===== config.mk =====
export PLATFORM = sky130hd
export DESIGN_NAME = membus_target
export DESIGN_NICKNAME = d
export VERILOG_FILES = /design/src/rtl/membus_pkg.sv /design/src/rtl/membus_target_fifo.sv /design/src/rtl/membus_target.sv
export SDC_FILE = /design/constraint.sdc
export NUM_CORES = 1
export LEC_CHECK = 0
export BUFFER_PORTS_ARGS = -buffer_cell sky130_fd_sc_hd__buf_2
export CORE_UTILIZATION = 59
export DETAILED_ROUTE_END_ITERATION = 8
export GPL_TIMING_DRIVEN = 0
export PLACE_DENSITY_LB_ADDON = 0.2
export SLEW_MARGIN = 20
export SYNTH_ARGS = -nofsm -noshare
export SYNTH_HDL_FRONTEND = slang
export SYNTH_SLANG_ARGS = --single-unit
export TNS_END_PERCENT = 1

===== constraint.sdc =====
create_clock -name clock -period 3.8 [get_ports clock]
set_clock_uncertainty 0.05 [all_clocks]
set_input_delay 0.19 -clock clock [delete_from_list [all_inputs] [get_ports clock]]
set_output_delay 0.19 -clock clock [all_outputs]
set_load 0.05 [all_outputs]

===== src/rtl/membus_pkg.sv =====
// Shared decode definitions for the membus target: region encoding,
// peripheral offsets and the RAM/ROM bounds of the 20-bit core address space.
package membus_pkg;

  typedef enum logic [1:0] {
    REG_RAM,
    REG_ROM,
    REG_PERIPH
  } region_t;

  localparam logic [3:0] OFF_STATUS = 4'd0;
  localparam logic [3:0] OFF_DATA   = 4'd1;
  localparam logic [3:0] OFF_TICKS0 = 4'd2;
  localparam logic [3:0] OFF_TICKS1 = 4'd3;
  localparam logic [3:0] OFF_TICKS2 = 4'd4;
  localparam logic [3:0] OFF_TICKS3 = 4'd5;

  localparam logic [19:0] RAM_TOP  = 20'hEFFFF;
  localparam logic [19:0] ROM_BASE = 20'hF0000;

  // The peripheral window takes priority over whatever region it overlays.
  function automatic region_t decode_region(input logic [19:0] addr,
                                            input logic [19:0] periph_base);
    if (addr[19:4] == periph_base[19:4]) return REG_PERIPH;
    else if (addr < ROM_BASE && addr <= RAM_TOP) return REG_RAM;
    else return REG_ROM;
  endfunction

endpackage


===== src/rtl/membus_target_fifo.sv =====
// Keyboard scancode FIFO: power-of-2 circular buffer with wrapping pointers,
// occupancy count and a sticky overflow flag.
module scancode_fifo #(
  parameter int unsigned DEPTH = 8
) (
  input  logic                     clock,
  input  logic                     reset_n,
  input  logic                     push,
  input  logic [7:0]               din,
  input  logic                     pop,
  input  logic                     clr_ovf,
  output logic [7:0]               head,
  output logic [$clog2(DEPTH):0]   count,
  output logic                     empty,
  output logic                     full,
  output logic                     overflow
);

  localparam int unsigned AW = $clog2(DEPTH);

  logic [7:0]    mem [DEPTH];
  logic [AW-1:0] rd_ptr;
  logic [AW-1:0] wr_ptr;
  logic          do_pop;
  logic          do_push;

  assign empty   = (count == '0);
  assign full    = (count == (AW+1)'(DEPTH));
  assign head    = mem[rd_ptr];
  assign do_pop  = pop && !empty;
  // A pop in the same cycle frees the slot a push into a full FIFO needs.
  assign do_push = push && (!full || do_pop);

  always_ff @(posedge clock) begin
    if (do_push) mem[wr_ptr] <= din;
  end

  always_ff @(posedge clock) begin
    if (!reset_n) begin
      rd_ptr   <= '0;
      wr_ptr   <= '0;
      count    <= '0;
      overflow <= 1'b0;
    end else begin
      if (do_push) wr_ptr <= wr_ptr + AW'(1);
      if (do_pop)  rd_ptr <= rd_ptr + AW'(1);
      case ({do_push, do_pop})
        2'b10:   count <= count + (AW+1)'(1);
        2'b01:   count <= count - (AW+1)'(1);
        default: count <= count;
      endcase
      if (push && !do_push)  overflow <= 1'b1;
      else if (clr_ovf)      overflow <= 1'b0;
    end
  end

endmodule


===== src/rtl/membus_target.sv =====
// Byte-wide bus target: RAM/ROM/peripheral decode with 1-cycle read latency.
// Define MEMBUS_KBD_FIFO_EN to build the scancode FIFO and STATUS/DATA registers.
module membus_target
  import membus_pkg::*;
#(
  parameter int unsigned FIFO_DEPTH  = 8,
  parameter logic [19:0] PERIPH_BASE = 20'hE0000
) (
  input  logic        clock,
  input  logic        reset_n,
  input  logic [19:0] address,
  input  logic [7:0]  wdata,
  input  logic        wren,
  output logic [7:0]  rdata,
  output logic [19:0] mem_addr,
  output logic [7:0]  mem_wdata,
  output logic        mem_we,
  input  logic [7:0]  mem_q,
  input  logic [7:0]  kbd_data,
  input  logic        kbd_valid
);

  region_t     region;
  region_t     region_q;
  logic [3:0]  offset;
  logic [19:0] prev_addr;
  logic        prev_wren;
  logic        first;
  logic        periph_rd;
  logic        periph_wr;
  logic [31:0] ticks;
  logic [31:0] snap;
  logic [7:0]  periph_q;
  logic [7:0]  status_byte;
  logic [7:0]  data_byte;

  assign region    = decode_region(address, PERIPH_BASE);
  assign offset    = address[3:0];
  assign first     = (address != prev_addr) || prev_wren;
  assign periph_rd = (region == REG_PERIPH) && !wren;
  assign periph_wr = (region == REG_PERIPH) && wren;

  assign mem_addr  = address;
  assign mem_wdata = wdata;
  assign mem_we    = wren && reset_n && (region == REG_RAM);

`ifdef MEMBUS_KBD_FIFO_EN
  localparam int unsigned CW = $clog2(FIFO_DEPTH) + 1;

  logic [7:0]    fifo_head;
  logic [CW-1:0] fifo_count;
  logic [4:0]    count_ext;
  logic [3:0]    count_disp;
  logic          fifo_empty;
  logic          fifo_full;
  logic          fifo_ovf;
  logic          pop;
  logic          clr_ovf;
  logic          unused_fifo;

  assign pop     = periph_rd && first && (offset == OFF_DATA);
  assign clr_ovf = periph_wr && (offset == OFF_STATUS);

  scancode_fifo #(.DEPTH(FIFO_DEPTH)) u_fifo (
    .clock    (clock),
    .reset_n  (reset_n),
    .push     (kbd_valid),
    .din      (kbd_data),
    .pop      (pop),
    .clr_ovf  (clr_ovf),
    .head     (fifo_head),
    .count    (fifo_count),
    .empty    (fifo_empty),
    .full     (fifo_full),
    .overflow (fifo_ovf)
  );

  // A 16-deep FIFO holds one more entry than the 4-bit count field shows.
  assign count_ext   = 5'(fifo_count);
  assign count_disp  = count_ext[4] ? 4'hF : count_ext[3:0];
  assign status_byte = {count_disp, 2'b00, fifo_ovf, !fifo_empty};
  assign data_byte   = fifo_empty ? 8'h00 : fifo_head;
  assign unused_fifo = fifo_full;
`else
  logic unused_kbd;

  assign status_byte = '0;
  assign data_byte   = '0;
  assign unused_kbd  = ^{kbd_data, kbd_valid, 5'(FIFO_DEPTH)};
`endif

  always_ff @(posedge clock) begin
    if (!reset_n) begin
      prev_addr <= '0;
      prev_wren <= 1'b0;
      region_q  <= REG_PERIPH;
      periph_q  <= '0;
      ticks     <= '0;
      snap      <= '0;
    end else begin
      prev_addr <= address;
      prev_wren <= wren;
      region_q  <= region;
      ticks     <= ticks + 32'd1;
      if (region == REG_PERIPH) begin
        if (wren) begin
          periph_q <= '0;
        end else begin
          // Held DATA/TICKS0 accesses keep the byte from their first cycle.
          case (offset)
            OFF_STATUS: periph_q <= status_byte;
            OFF_DATA:   if (first) periph_q <= data_byte;
            OFF_TICKS0: begin
              if (first) begin
                snap     <= ticks;
                periph_q <= ticks[7:0];
              end else begin
                periph_q <= snap[7:0];
              end
            end
            OFF_TICKS1: periph_q <= snap[15:8];
            OFF_TICKS2: periph_q <= snap[23:16];
            OFF_TICKS3: periph_q <= snap[31:24];
            default:    periph_q <= '0;
          endcase
        end
      end
    end
  end

  // region_q resets to PERIPH with periph_q clear so rdata reads 00h out of reset.
  assign rdata = (region_q == REG_PERIPH) ? periph_q : mem_q;

endmodule


* Word level (Yosys, flattened, before mapping)
Index checks and enable logic that the tools add are counted.
** Word-level totals
- Bits in registers :: 95
- Input bits :: 48
- Output and inout bits :: 37
** Cells by class
- Add/sub/neg operators :: 1
- Order comparisons :: 2
- Equal/unequal tests :: 10
- Mux-type cells :: 7
- Bitwise logic cells :: 1
- Reductions and logical operators :: 7
** Operators with widths (number)
- $pmux 8 s5 :: 1
- $add 32x1->32 const B :: 1
- $mux 8 :: 4
- $le 20x20->1 const B :: 1
- $lt 20x20->1 const B :: 1
- $ne 20x20->1 :: 1
- $eq 16x16->1 const B :: 1
- $eq 4x2->1 const B :: 2
- $eq 4x3->1 const B :: 2
- $eq 2x2->1 const B :: 2
- $eq 4x1->1 const B :: 1
- $reduce_and 4->1 :: 1
- $logic_and 1x1->1 :: 3
- $ne 3x3->1 const B :: 1
- $logic_not 2->1 :: 1
- $mux 2 :: 1
- $reduce_and 2->1 :: 1
- $logic_or 1x1->1 :: 1
- $mux 1 :: 1
- $not 1->1 :: 1

* Depth between registers and ports, before layout
- Depth after elaboration :: 6
- Depth in mapped cells :: 8
- Gate-level depth less buffers :: 7

* Least setup slack after synthesis
Ideal clock, no wire load.
- Kind :: register to register
- Start point :: register ticks[5]
- End point :: register ticks[25]
- Arrival :: 1.880 ns
- Required time :: 3.635 ns
- Setup slack :: 1.755 ns
- Cell stages (with the launch flop) :: 8
- Path buffers :: 1
- Cell sequence :: dfxtp_1 clkbuf_1 nand4_1 or3b_1 nor4_4 nand3_1 xnor2_1 and2_1
** On the way
- Word-level cells in the longest chain between the ends :: 1
** Ends and longest elaborated chain
- start, declared :: RTL line membus_target.sv:31 : logic [31:0] ticks;
- start signal, assigned :: RTL line membus_target.sv:104 : ticks <= ticks + 32'd1;
- $add 32x1->32 :: RTL line membus_target.sv:104
No other way between the ends.
A chain may end at the register's enable or synchronous reset.

* Worst setup path in the final report
- Start point :: register ticks[5]
- End point :: register ticks[31]
The elaborated chain is that of the path after synthesis.

==> flow_summary_export.csv <==
group,metric,value,unit
clock_tree,tritoncts,"built",
timing,tightest_slew,0.966,ns
timing,final_setup_vio_count,0,
synthesis,synth-seq-area-share,43.0,%
routing,vias_per_cell,5.38,
place,dp_hpwl,7000,um
clock_tree,clock_tree.buffer_depth,2,
clock_tree,cts_inserted_buffers,9,
die,die_w,88.5,um
synthesis,ys_top_cells_by_area,"dfxtp_1 (43%), mux2i_1 (7.2%), and2_1 (7.1%)",
clock_tree,clock-sinks,95,
routing,route.antenna.remaining_nets,0,
critical_path,timing.setup.critical_path_class,"flip-flop to flip-flop",
timing,rsz0062_at_grt,"false",
power_and_ir_drop,static-leakage-power,0.00224,uW
power_and_ir_drop,pwr-share-comb,10.6,%
clock_tree,cts_repair_resize_count,0,
synthesis,synth_seq_cells,95,
routing,drc,0,
timing,period_share,63.4,%
min_path,timing.hold.worst.class,"primary input to flip-flop",
critical_path,worstPathMaxFanout,7,
place,gp_congestion,0.838,
synthesis,avgSynthCellArea,9.59,sq um
critical_path,timing.critical_path.slowest_stage_cell,"or3b_1",
grt,first_global_vias,3165,
power_and_ir_drop,power.clock.fraction,39.3,%
clock_tree,cts_htree_levels,3,
synthesis,ys.warnings.count,0,
min_path,holdCritStartpoint,"wren",
die,start_util,60.9,%
timing,fin_tns_setup,0,ns
final_layout,layout-drive-gt1-share,22.6,%
synthesis,mappedNetlistArea,4420,sq um
timing,timing.final.crit_period,2.41,ns
job,drv.max_cap_violation_count,0,
power_and_ir_drop,cellPowerDensity,397,nW/um^2
critical_path,crit_chain,"clkbuf_1, nand4_1, or3b_1, nor4_4, nand3_1, xnor2_1, and2_1",
power_and_ir_drop,netSwitchingPower,493,uW
power_and_ir_drop,power.internal,1540,uW
synthesis,netlist.top_cell.by_area,"dfxtp_1",
synthesis,syn_inst,461,
timing,timing.slew.headroom,35.4,%
critical_path,critical_path_buf_inv_count,1,
final_layout,utilization,70.5,%
synthesis,synthTopCellsByCount,"dfxtp_1 (95), and2_1 (50), nand2_1 (34), nor2b_1 (33), mux2i_1 (32)",
critical_path,critPathArrivalTime,2.63,ns
final_layout,area.growth.synth_to_final,15.7,%
die,fp.dieArea,7840,sq um
critical_path,origin_of_the_critical_flop_to_flop_path,"ticks[5]$_SDFF_PN0_",
power_and_ir_drop,netSwitchingFraction,24.3,%
timing,fin_hold_ws,0.0242,ns
final_layout,final_nets,585,
power_and_ir_drop,irDropWorstVdd,0.229,mV
critical_path,data_required_time_at_the_worst_endpoint,4.02,ns
synthesis,yosysTopAreaCellShare,43.0,%
synthesis,synth_top_flop_cell,"dfxtp_1",
critical_path,critPathMaxStageDelay,0.50,ns
min_path,min_delay_path_depth,3,
die,core_area,7250,sq um
grt,largest_net_degree_at_the_start_of_global_routing,16,
critical_path,timing.critical_path.from_type,"flip-flop",
critical_path,endpoint_kind,"flip-flop",
die,io-pin-count,85,
routing,vias,3446,
clock_tree,holdBufCountCts,0,
grt,global_route.overflow_total,0,
die,dieHeight,88.5,um
synthesis,mappedNetlistNets,510,
routing,detailedRoute.firstIterationViolations,172,
final_layout,fillerInstances,578,
clock_tree,clock-root-buffer,"clkbuf_8",
clock_tree,worst_skew_pair.late_latency,0.36,ns
place,port-buffer-count,64,
min_path,worst_case_hold_path_end_point,"prev_wren$_SDFF_PN0_",
routing,drt_first_pass_iters,5,
routing,aggregate_routed_wire_length,9300,um
grt,grt_first_pass_wirelength,14700,um
grt,grt.total_usage,24.9,%
critical_path,reg2reg_slack,1.39,ns
timing,achievable-frequency,415,MHz
timing,report.final.hold_viol_count,0,
synthesis,synth_async_sr_flop_share,0,%
final_layout,num_antenna_cells,0,
clock_tree,clkSlewWorstSetupHoldPaths,0.09,ns
synthesis,number_of_synthesized_flops_with_an_enable_pin,0,
clock_tree,postCtsSetupRepairBufs,0,
critical_path,crit_family,"simple AND/OR/NAND/NOR gates",
timing,final-max-slew-violation-count,0,
grt,grt_antenna_before_repair,0,
power_and_ir_drop,design_power_total,2030,uW
critical_path,ff2ff_path_depth,7,
synthesis,synth.most_common_cell,"dfxtp_1",
critical_path,worst_r2r_endpoint,"ticks[31]$_SDFF_PN0_",
power_and_ir_drop,seq_power_share,50.2,%
die,core.rowCount,31,
routing,avgRoutedWirePerCell,14.5,um
run_status,outcome,"finished clean",
synthesis,synth_cell_types,39,
-- routing by layer --
metal,part of all wire [%],GRT usage [%],up-vias,wire (um)
met4,1.9,11.9,0,179
li1,-,-,1700,-
met2,49,42.6,107,4530
met3,5.3,4.94,20,493
met1,44,30.1,1619,4100
met5,0,0,-,0
-- worst max path at each step --
stage,startpoint,depth (start not counted),slack [ns],endpoint
finish,ticks[5]$_SDFF_PN0_,7,1.39,ticks[31]$_SDFF_PN0_
global route,ticks[5]$_SDFF_PN0_,7,1.23,ticks[26]$_SDFF_PN0_
CTS,ticks[5]$_SDFF_PN0_,7,1.38,ticks[31]$_SDFF_PN0_
detailed placement,ticks[5]$_SDFF_PN0_,7,1.38,ticks[31]$_SDFF_PN0_
global placement,ticks[0]$_SDFF_PN0_,7,1.45,ticks[22]$_SDFF_PN0_
floorplan,ticks[5]$_SDFF_PN0_,7,1.76,ticks[25]$_SDFF_PN0_
-- power by group through the flow --
stage          Combinational [uW]  Sequential (uW)  Clock, uW
2_1_floorplan                 159             1040          0
3_3_place_gp                  211             1040          0
3_5_place_dp                  215             1040          0
4_1_cts                       216             1020        809
5_1_grt                       231             1020        845
6_report                      215             1020        798
-- registers in the layout, summed over array words and instances, names as in the netlist --
signal,flops
prev_wren,1
region_q,2
periph_q,8
ticks,32
snap,32
prev_addr,20
-- worst register-to-register path: stages (launching register included) --
cell and delay [ns]:
dfxtp_1 0.31, clkbuf_1 0.27, nand4_1 0.29, or3b_1 0.50, nor4_4 0.42, nand3_1 0.18
xnor2_1 0.15, and2_1 0.14
-- cells by family (layout without fill, tap and decap cells) --
family / after synthesis / count (layout) / share of synthesized area (%)
mux: 32 / 32 / 7.25
flops: 95 / 95 / 43.0
compound gates: 39 / 39 / 7.45
fa+ha+maj: 1 / 1 / 0.283
buf+inv: 64 / 144 / 8.21
xor+xnor: 49 / 49 / 9.71
simple gates: 181 / 181 / 24.1
-- placed cells by master (no fill, tap or decap), drive strengths merged, types with 8 or more instances in the layout --
master  count
o21ai      10
inv        13
clkbuf     25
and2       50
nor4        8
nand3      13
buf       100
nand2      34
a221o       8
dfxtp      95
nor2b      33
nand4       9
mux2i      32
xor2       20
o221ai      8
a222oi      8
xnor2      29
-- through the flow --
step                      cell area (sq um)  instances  setup WS (ns)
final                                  5110        640           1.39
after detailed placement               4870        624           1.38
after global placement                 4860        624           1.45
after global routing                   5110        640           1.23
after CTS                              5110        640           1.38
after floorplan                        4420        461           1.76
-- final cells by class --
class | instances | area, sq um | area share [%]
Tap cell | 99 | 124 | 2.42
Clock buffer | 10 | 138 | 2.69
Inverter | 13 | 48.8 | 0.954
Multi-Input combinational cell | 302 | 2160 | 42.2
Buffer | 51 | 314 | 6.14
Clock inverter | 6 | 108 | 2.10
Timing Repair Buffer | 64 | 320 | 6.26
Sequential cell | 95 | 1900 | 37.2
No activity file was read; power rests on OpenSTA's default activity.
